==> src/rtl/reg_select_unit.sv <==
// Register-select decoder: decodes Ra/Rb/Rc fields of the held instruction into
// registered one-hot register enables, and sign-extends the immediate field.
module reg_select_unit #(
    parameter int NREG   = 16,
    parameter int IR_W   = 32,
    parameter int RA_LSB = 23,
    parameter int RB_LSB = 19,
    parameter int RC_LSB = 15,
    parameter int C_W    = 19
) (
    input  logic            clock,
    input  logic            clear,
    input  logic [IR_W-1:0] ir_d,
    input  logic            IRin,
    input  logic            Gra,
    input  logic            Grb,
    input  logic            Grc,
    input  logic            Rin,
    input  logic            Rout,
    input  logic            BAout,
    output logic [NREG-1:0] IN,
    output logic [NREG-1:0] OUT,
    output logic            r0_zero,
    output logic [IR_W-1:0] C_ext,
    output logic            sel_err
);

    localparam int FW = $clog2(NREG);

    function automatic logic [IR_W-1:0] sign_ext(input logic [C_W-1:0] imm);
        return {{(IR_W-C_W){imm[C_W-1]}}, imm};
    endfunction

    logic [IR_W-1:0] ir_q;
    logic [NREG-1:0] in_q, in_d, out_q, out_d, dec;
    logic            r0_q, r0_d, err_q, err_d;
    logic [FW-1:0]   ra, rb, rc, sel;
    logic            any_g, multi_g, legal, strobe;
    logic            unused_ir;

    assign ra      = ir_q[RA_LSB +: FW];
    assign rb      = ir_q[RB_LSB +: FW];
    assign rc      = ir_q[RC_LSB +: FW];
    assign any_g   = Gra | Grb | Grc;
    assign multi_g = (Gra & Grb) | (Gra & Grc) | (Grb & Grc);
    assign legal   = any_g & ~multi_g;
    assign strobe  = Rin | Rout | BAout;
    assign sel     = ({FW{Gra}} & ra) | ({FW{Grb}} & rb) | ({FW{Grc}} & rc);

    // Decode from the IR held before this edge; a same-cycle IRin only affects later selects.
    always_comb begin
        dec      = '0;
        dec[sel] = 1'b1;
        in_d     = (Rin & legal) ? dec : '0;
        out_d    = ((Rout | BAout) & legal) ? dec : '0;
        r0_d     = BAout & legal & (sel == '0);
        err_d    = err_q | (multi_g & strobe);
    end

    // Stage boundary: enables and error flag become visible one cycle after sampling.
    always_ff @(posedge clock) begin
        if (clear) begin
            ir_q  <= '0;
            in_q  <= '0;
            out_q <= '0;
            r0_q  <= 1'b0;
            err_q <= 1'b0;
        end else begin
            if (IRin) ir_q <= ir_d;
            in_q  <= in_d;
            out_q <= out_d;
            r0_q  <= r0_d;
            err_q <= err_d;
        end
    end

    assign IN        = in_q;
    assign OUT       = out_q;
    assign r0_zero   = r0_q;
    assign sel_err   = err_q;
    assign C_ext     = sign_ext(ir_q[C_W-1:0]);
    // Opcode bits above the register fields are carried but not decoded here.
    assign unused_ir = ^ir_q;

endmodule

==> config.mk <==
export PLATFORM = sky130hd
export DESIGN_NAME = reg_select_unit
export DESIGN_NICKNAME = d
export VERILOG_FILES = /design/src/rtl/reg_select_unit.sv
export SDC_FILE = /design/constraint.sdc
export NUM_CORES = 1
export LEC_CHECK = 0
export ABC_AREA = 1
export BUFFER_PORTS_ARGS = -buffer_cell sky130_fd_sc_hd__buf_2
export CAP_MARGIN = 20
export CELL_PAD_IN_SITES_DETAIL_PLACEMENT = 1
export CELL_PAD_IN_SITES_GLOBAL_PLACEMENT = 2
export CORE_MARGIN = 2
export CORE_UTILIZATION = 26
export CTS_CLUSTER_DIAMETER = 200
export DETAILED_ROUTE_END_ITERATION = 12
export PLACE_DENSITY_LB_ADDON = 0.12
export SYNTH_ARGS = -nofsm -noshare
export SYNTH_HDL_FRONTEND = slang
export SYNTH_SLANG_ARGS = --single-unit
==> constraint.sdc <==
create_clock -name clock -period 2.35 [get_ports clock]
set_input_delay 0.235 -clock clock [delete_from_list [all_inputs] [get_ports clock]]
set_output_delay 0.235 -clock clock [all_outputs]
set_load 0.01 [all_outputs]
==> flow_metrics.py, run 1 <==
metrics = {
    "drt": {
        "drt_iter0_markers": 32,
        "drt_drc_violations_left": 0,
        "route.detailed.wl_per_inst_um": 12.2,
        "finalWirelength_um": 5840,
        "detail_route.first_pass.iterations": 3,
        "post_drt_via_cell_ratio": 4.13,
        "via_count_of_the_routed_design": 1976,
        "ant_nets": 0,
    },
    "final_layout": {
        "n_antenna_cell": 0,
        "regArea_sq_mm": 0.00122,
        "finish.net_count": 407,
        "syn_to_final_growth_pct": 24.8,
        "number_of_fill_cells_in_the_layout": 1117,
        "multiInputGateArea_sq_um": 774,
        "drive_gt1_share_pct": 35.8,
    },
    "floorplanning": {
        "core_area_sq_mm": 0.00872,
        "fp.dieArea_sq_mm": 0.00977,
        "ioPinCount": 107,
        "die_y_extent_um": 98.8,
        "starting_density_of_the_core_pct": 26.8,
        "rows": 34,
        "die_width_um": 98.8,
    },
    "setup_path": {
        "worst-endpoint-arrival_ps": 1610,
        "timing.critical_path.fanout_max": 16,
        "worstRegToRegCells": 5,
        "worstSetupPathType": "flip-flop to flip-flop",
        "regToRegSetupSlack_ps": 1000,
        "cp-start-kind": "flip-flop",
        "worstReg2RegEnd": "IN[6]",
        "crit_path_end_kind": "flip-flop",
        "cp_data_required_time_ps": 2610,
        "reg2reg_from": "ir_q[18]",
    },
    "cts": {
        "cell_at_the_root_of_the_clock_tree": "sky130_fd_sc_hd__clkbuf_8",
        "cts_setup_buffers": 0,
        "cts_buffers": 9,
        "clock_latency_ps": 330,
        "cts.hold.buffers_added": 0,
        "clock-sinks": 61,
        "cts_max_level": 3,
        "postCtsResizedCells": 0,
        "cts_tree": "built",
        "clock_tree.buffer_depth": 2,
        "clk_pin_slew_worst_paths_ps": 70,
    },
    "timing": {
        "number_of_pins_with_negative_max_slew_slack_in_the_final_report": 0,
        "setup_repair_after_global_routing_missed_its_margin": "no",
        "fmax_mhz": 743,
        "min_period_over_period_pct": 57.3,
        "hold_ws_ps": 151,
        "final_hold_viol_count": 0,
        "period_minus_slack_ps": 1350,
        "tightestPinTransition_ps": 519,
        "slew_headroom_pct": 65.4,
        "final-setup-viol-count": 0,
        "finalSetupTns_ps": 0,
        "clock-skew-final_ps": 13.4,
    },
    "yosys": {
        "yosys_top_cell_area_share_pct": 52.2,
        "synthesis.instances": 294,
        "mapped_nets": 335,
        "synth.top_cells.by_area": "sky130_fd_sc_hd__dfxtp_1 (52%), sky130_fd_sc_hd__nand2_1 (15%), sky130_fd_sc_hd__buf_4 (10%)",
        "syn_area_per_cell_sq_um": 7.95,
        "synth.yosys.warnings": 0,
        "synth-seq-cells": 61,
        "synth_area_sq_mm": 0.00234,
        "yosysSeqAreaShare_pct": 52.2,
        "synth_cell_types": 18,
        "synth_top_area_cell": "sky130_fd_sc_hd__dfxtp_1",
    },
    "placement": {
        "post-dp-hpwl_um": 4270,
        "portBuffers": 101,
        "gp_routability_congestion": 0.645,
    },
    "pwr": {
        "powerDensity_mw_per_mm2": 802,
        "cellLeakagePower_nw": 1.46,
        "worst_ir_drop_vdd_v": 0.000238,
    },
    "worst_hold_path": {
        "timing.hold.worst_path_depth": 3,
        "min_delay_startpoint": "ir_d[25]",
        "worst_hold_path.endpoint": "ir_q[25]",
        "timing.hold.worst.class": "input pin to flip-flop",
    },
    "global_routing": {
        "grt_pass1_vias": 2040,
        "grt_antenna_before_repair": 0,
        "maximum_number_of_pins_on_one_net_before_global_route_repair": 29,
        "overflow": 0,
        "grt_first_pass_wirelength_um": 9830,
        "gr-usage-all-layers_pct": 12.7,
    },
    "job": {
        "max_cap_viol_count": 0,
    },
    "status": {
        "run_status": "finished clean",
    },
}
## stage by stage
stage / setup slack [ps] / power (mW) / util [%] / cells / instance area (sq um)
2_1_floorplan: 1210 / 1.27 / - / 294 / 2340
3_5_place_dp: 950 / 1.34 / 30.9 / 463 / 2700
4_1_cts: 966 / 2.39 / 33.5 / 479 / 2920
3_3_place_gp: 984 / 1.33 / 30.9 / 463 / 2700
6_report: 1000 / 2.34 / 33.5 / 479 / 2920
5_1_grt: 824 / 2.46 / 33.5 / 479 / 2920
## report_power, final
part,leakage (nW),switching (mW),internal [mW]
Clock,0.106,0.434,0.600
Sequential,0.497,0.0174,1.07
Combinational,0.857,0.142,0.0812
Total,1.46,0.593,1.75
## flip-flops by register name, indices dropped and copies added (netlist names)
name,cells
sel_err,1
r0_zero,1
IN,16
OUT,16
ir_q,27
## synth_stat cells (all sizes together)
master / instances
buf: 39
o21ai: 1
nand2: 94
nor2: 49
clkinv: 1
clkbuf: 3
inv: 11
dfxtp: 61
a21oi: 28
nand3: 7
## layout by cell type, fill, tap and decap left out
cell / n
sky130_fd_sc_hd__dfxtp_1: 61
sky130_fd_sc_hd__clkinv_1: 1
sky130_fd_sc_hd__clkinvlp_4: 2
sky130_fd_sc_hd__inv_2: 1
sky130_fd_sc_hd__bufinv_16: 2
sky130_fd_sc_hd__nor2_1: 40
sky130_fd_sc_hd__nand3_4: 2
sky130_fd_sc_hd__clkbuf_8: 9
sky130_fd_sc_hd__a21oi_1: 28
sky130_fd_sc_hd__nor2_4: 1
sky130_fd_sc_hd__nand2_1: 92
sky130_fd_sc_hd__buf_4: 2
sky130_fd_sc_hd__o21ai_0: 1
sky130_fd_sc_hd__buf_2: 101
sky130_fd_sc_hd__nand2_2: 2
sky130_fd_sc_hd__clkinv_2: 1
sky130_fd_sc_hd__clkinv_4: 1
sky130_fd_sc_hd__inv_1: 10
sky130_fd_sc_hd__inv_6: 1
sky130_fd_sc_hd__nor2_2: 8
sky130_fd_sc_hd__nand3_1: 5
## routing by layer
metal  up-vias  GRT usage [%]  share of wire, %
met5         -              0                 0
met3         9           3.90               6.9
met1       889           15.3                45
met2        64           20.9                46
met4         0           5.69               1.9
li1       1014              -                 -
## cell families after synthesis
logic type	share of synthesized area, %
simple gates	26.9
buf+inv	14.7
flops	52.2
compound gates	6.21
## worst max-delay path by stage
stage	startpoint	endpoint	slack [ps]	depth (start not counted)
after floorplan	ir_q[18]	IN[8]	1210	6
after global placement	IRin	ir_q[25]	980	5
after detailed placement	IRin	ir_q[1]	950	5
after CTS	ir_q[18]	IN[6]	970	5
after global routing	ir_q[18]	IN[6]	820	5
final	ir_q[18]	IN[6]	1000	5
## critical path, cell delays in order (launching register included)
cell and delay, ps:
sky130_fd_sc_hd__dfxtp_1 430, sky130_fd_sc_hd__nand2_1 130, sky130_fd_sc_hd__nand3_1 130, sky130_fd_sc_hd__nor2_1 330, sky130_fd_sc_hd__nand2_1 160, sky130_fd_sc_hd__nor2_1 120
## final cells by class
cell class / instances / share of cell area [%]
sequential: 61 / 41.9
inverter: 12 / 1.54
clock inverter: 7 / 3.34
multi-input combinational: 179 / 26.5
timing repair buffer: 103 / 17.8
clock buffer: 9 / 4.25
tap: 108 / 4.63
Power figures use the tool's default switching activity.
==> run 2, diff against run 1 <==
- CORE_UTILIZATION: 26 -> 22
- clock period: 2.35 -> 1.2 ns (I/O delays scaled with it)
==> flow_metrics.py, run 2 (synthesis results as in run 1) <==
metrics = {
    "timing": {
        "setup_repair_after_global_routing_missed_its_margin": "no",
        "clock-skew-final_ps": 10.7,
        "number_of_pins_with_negative_max_slew_slack_in_the_final_report": 0,
        "timing.final.ws_setup_ps": 99.2,
        "hold_ws_ps": 17.1,
        "tightestPinTransition_ps": 327,
        "finalSetupTns_ps": 0,
        "min_period_over_period_pct": 91.7,
        "final_hold_viol_count": 0,
        "fmax_mhz": 908,
        "slew_headroom_pct": 78.2,
        "period_minus_slack_ps": 1100,
        "final-setup-viol-count": 0,
    },
    "cts": {
        "cts_max_level": 3,
        "cts_buffers": 9,
        "clk_pin_slew_worst_paths_ps": 70,
        "clock_tree.buffer_depth": 2,
        "clock_latency_ps": 340,
        "cts_setup_buffers": 0,
        "cts_tree": "built",
        "cell_at_the_root_of_the_clock_tree": "sky130_fd_sc_hd__clkbuf_8",
        "clock-sinks": 61,
    },
    "pwr": {
        "pwr-share-seq_pct": 50.0,
        "net_sw_share_pct": 28.4,
        "net-switching-power_mw": 1.20,
        "worst_ir_drop_vdd_v": 0.000351,
        "cellLeakagePower_nw": 1.50,
        "comb_power_share_pct": 11.6,
        "cellInternalPower_mw": 3.03,
        "powerDensity_mw_per_mm2": 1410,
        "power.clock.fraction_pct": 38.4,
    },
    "drt": {
        "drt_drc_violations_left": 0,
        "route.detailed.wl_per_inst_um": 12.0,
        "drt_iter0_markers": 50,
        "ant_nets": 0,
        "via_count_of_the_routed_design": 1999,
        "finalWirelength_um": 6180,
        "post_drt_via_cell_ratio": 3.89,
        "detail_route.first_pass.iterations": 4,
    },
    "global_routing": {
        "grt_first_pass_wirelength_um": 9690,
        "maximum_number_of_pins_on_one_net_before_global_route_repair": 29,
        "overflow": 0,
        "gr-usage-all-layers_pct": 11.2,
        "grt_pass1_vias": 1949,
        "grt_antenna_before_repair": 0,
    },
    "setup_path": {
        "worst-endpoint-arrival_ps": 980,
        "cp-start-kind": "flip-flop",
        "critical_path.cell_chain": "buf_6, buf_2",
        "critPathMaxStageDelay_ps": 360,
        "regToRegSetupSlack_ps": 140,
        "cp_num_buf_inv": 2,
        "crit_path_end_kind": "output port",
        "worst_path_max_delay_cell": "sky130_fd_sc_hd__dfxtp_1",
        "cp_data_required_time_ps": 1080,
        "critical-path-top-delay-family": "flip-flops",
        "worstSetupPathType": "flip-flop to output port",
        "timing.critical_path.fanout_max": 15,
    },
    "floorplanning": {
        "die_y_extent_um": 107,
        "rows": 37,
        "core_area_sq_mm": 0.0103,
        "ioPinCount": 107,
        "fp.dieArea_sq_mm": 0.0115,
        "starting_density_of_the_core_pct": 22.7,
        "die_width_um": 107,
    },
    "job": {
        "max_cap_viol_count": 0,
    },
    "final_layout": {
        "n_antenna_cell": 0,
        "number_of_flip_flops_in_the_largest_register": 27,
        "finish.net_count": 414,
        "mostFrequentLayoutCells": "sky130_fd_sc_hd__buf_2 (101), sky130_fd_sc_hd__nand2_1 (91), sky130_fd_sc_hd__dfxtp_1 (60)",
        "syn_to_final_growth_pct": 28.8,
        "number_of_fill_cells_in_the_layout": 1309,
        "drive_gt1_share_pct": 39.4,
        "largest-register": "ir_q",
        "layout_commonest_cell": "sky130_fd_sc_hd__buf_2",
    },
    "placement": {
        "portBuffers": 101,
        "preCtsSetupSlack_ps": 44.1,
        "gp_routability_congestion": 0.699,
        "post-dp-hpwl_um": 4440,
    },
    "worst_hold_path": {
        "timing.hold.worst.class": "input pin to flip-flop",
    },
    "status": {
        "run_status": "finished clean",
    },
}
## run 2: cell types whose count changed in the layout (fill, tap and decap cells not counted), sizes merged
cell	before	now
buf	103	110
bufinv	2	0
clkinv	3	5
## run 2: area by class of cell
cell class / count / area [sq um] / area share [%]
Inverter: 12 / 45.0 / 1.50
Tap cell: 136 / 170 / 5.65
Sequential cell: 61 / 1220 / 40.6
Clock inverter: 7 / 51.3 / 1.70
Timing Repair Buffer: 110 / 589 / 19.6
Clock buffer: 9 / 124 / 4.11
Multi-Input combinational cell: 179 / 810 / 26.9
## run 2: worst paths after layout
check        cells after the start         to     start
max                              2  C_ext[29]  ir_q[18]
min                              3   ir_q[15]  ir_d[15]
max reg2reg                      5     OUT[3]  ir_q[25]
min reg2reg                      2    sel_err   sel_err
## run 2: power groups by stage
stage | Sequential, mW | Combinational [mW] | Clock, mW
floorplan | 2.17 | 0.327 | 0
global placement | 2.16 | 0.482 | 0
detailed placement | 2.16 | 0.489 | 0
CTS | 2.12 | 0.490 | 1.71
global route | 2.12 | 0.557 | 1.80
finish | 2.12 | 0.491 | 1.63
## run 2: metrics by stage
step / instance area (sq um) / utilization [%] / total power [mW] / std cells
after floorplan: 2340 / - / 2.49 / 294
after global placement: 2800 / 27.1 / 2.64 / 498
after detailed placement: 2800 / 27.1 / 2.65 / 498
after CTS: 2970 / 28.8 / 4.31 / 514
after global routing: 3010 / 29.2 / 4.48 / 514
final: 3010 / 29.2 / 4.23 / 514
## run 2: what timing repair did
item                                   in CTS  in global routing
endpoints found under the hold margin       0                  0
setup endpoints to repair                   0                 35
resized for setup                           0                 11
hold buffers                                0                  0
## run 2: worst register-to-register path: stages, from the launching register on
cell                      delay [ps]
sky130_fd_sc_hd__dfxtp_1         330
sky130_fd_sc_hd__nand2_1          90
sky130_fd_sc_hd__nand3_2         120
sky130_fd_sc_hd__nor2_2          230
sky130_fd_sc_hd__nand2_1         130
sky130_fd_sc_hd__nor2_1           90
## run 2: layer usage
layer,global-route usage [%],share of wire (%),vias to the layer above
met5,0,0,-
met1,13.7,46,894
met2,18.4,47,60
met3,2.37,4.9,13
met4,6.12,2.0,0
li1,-,-,1032
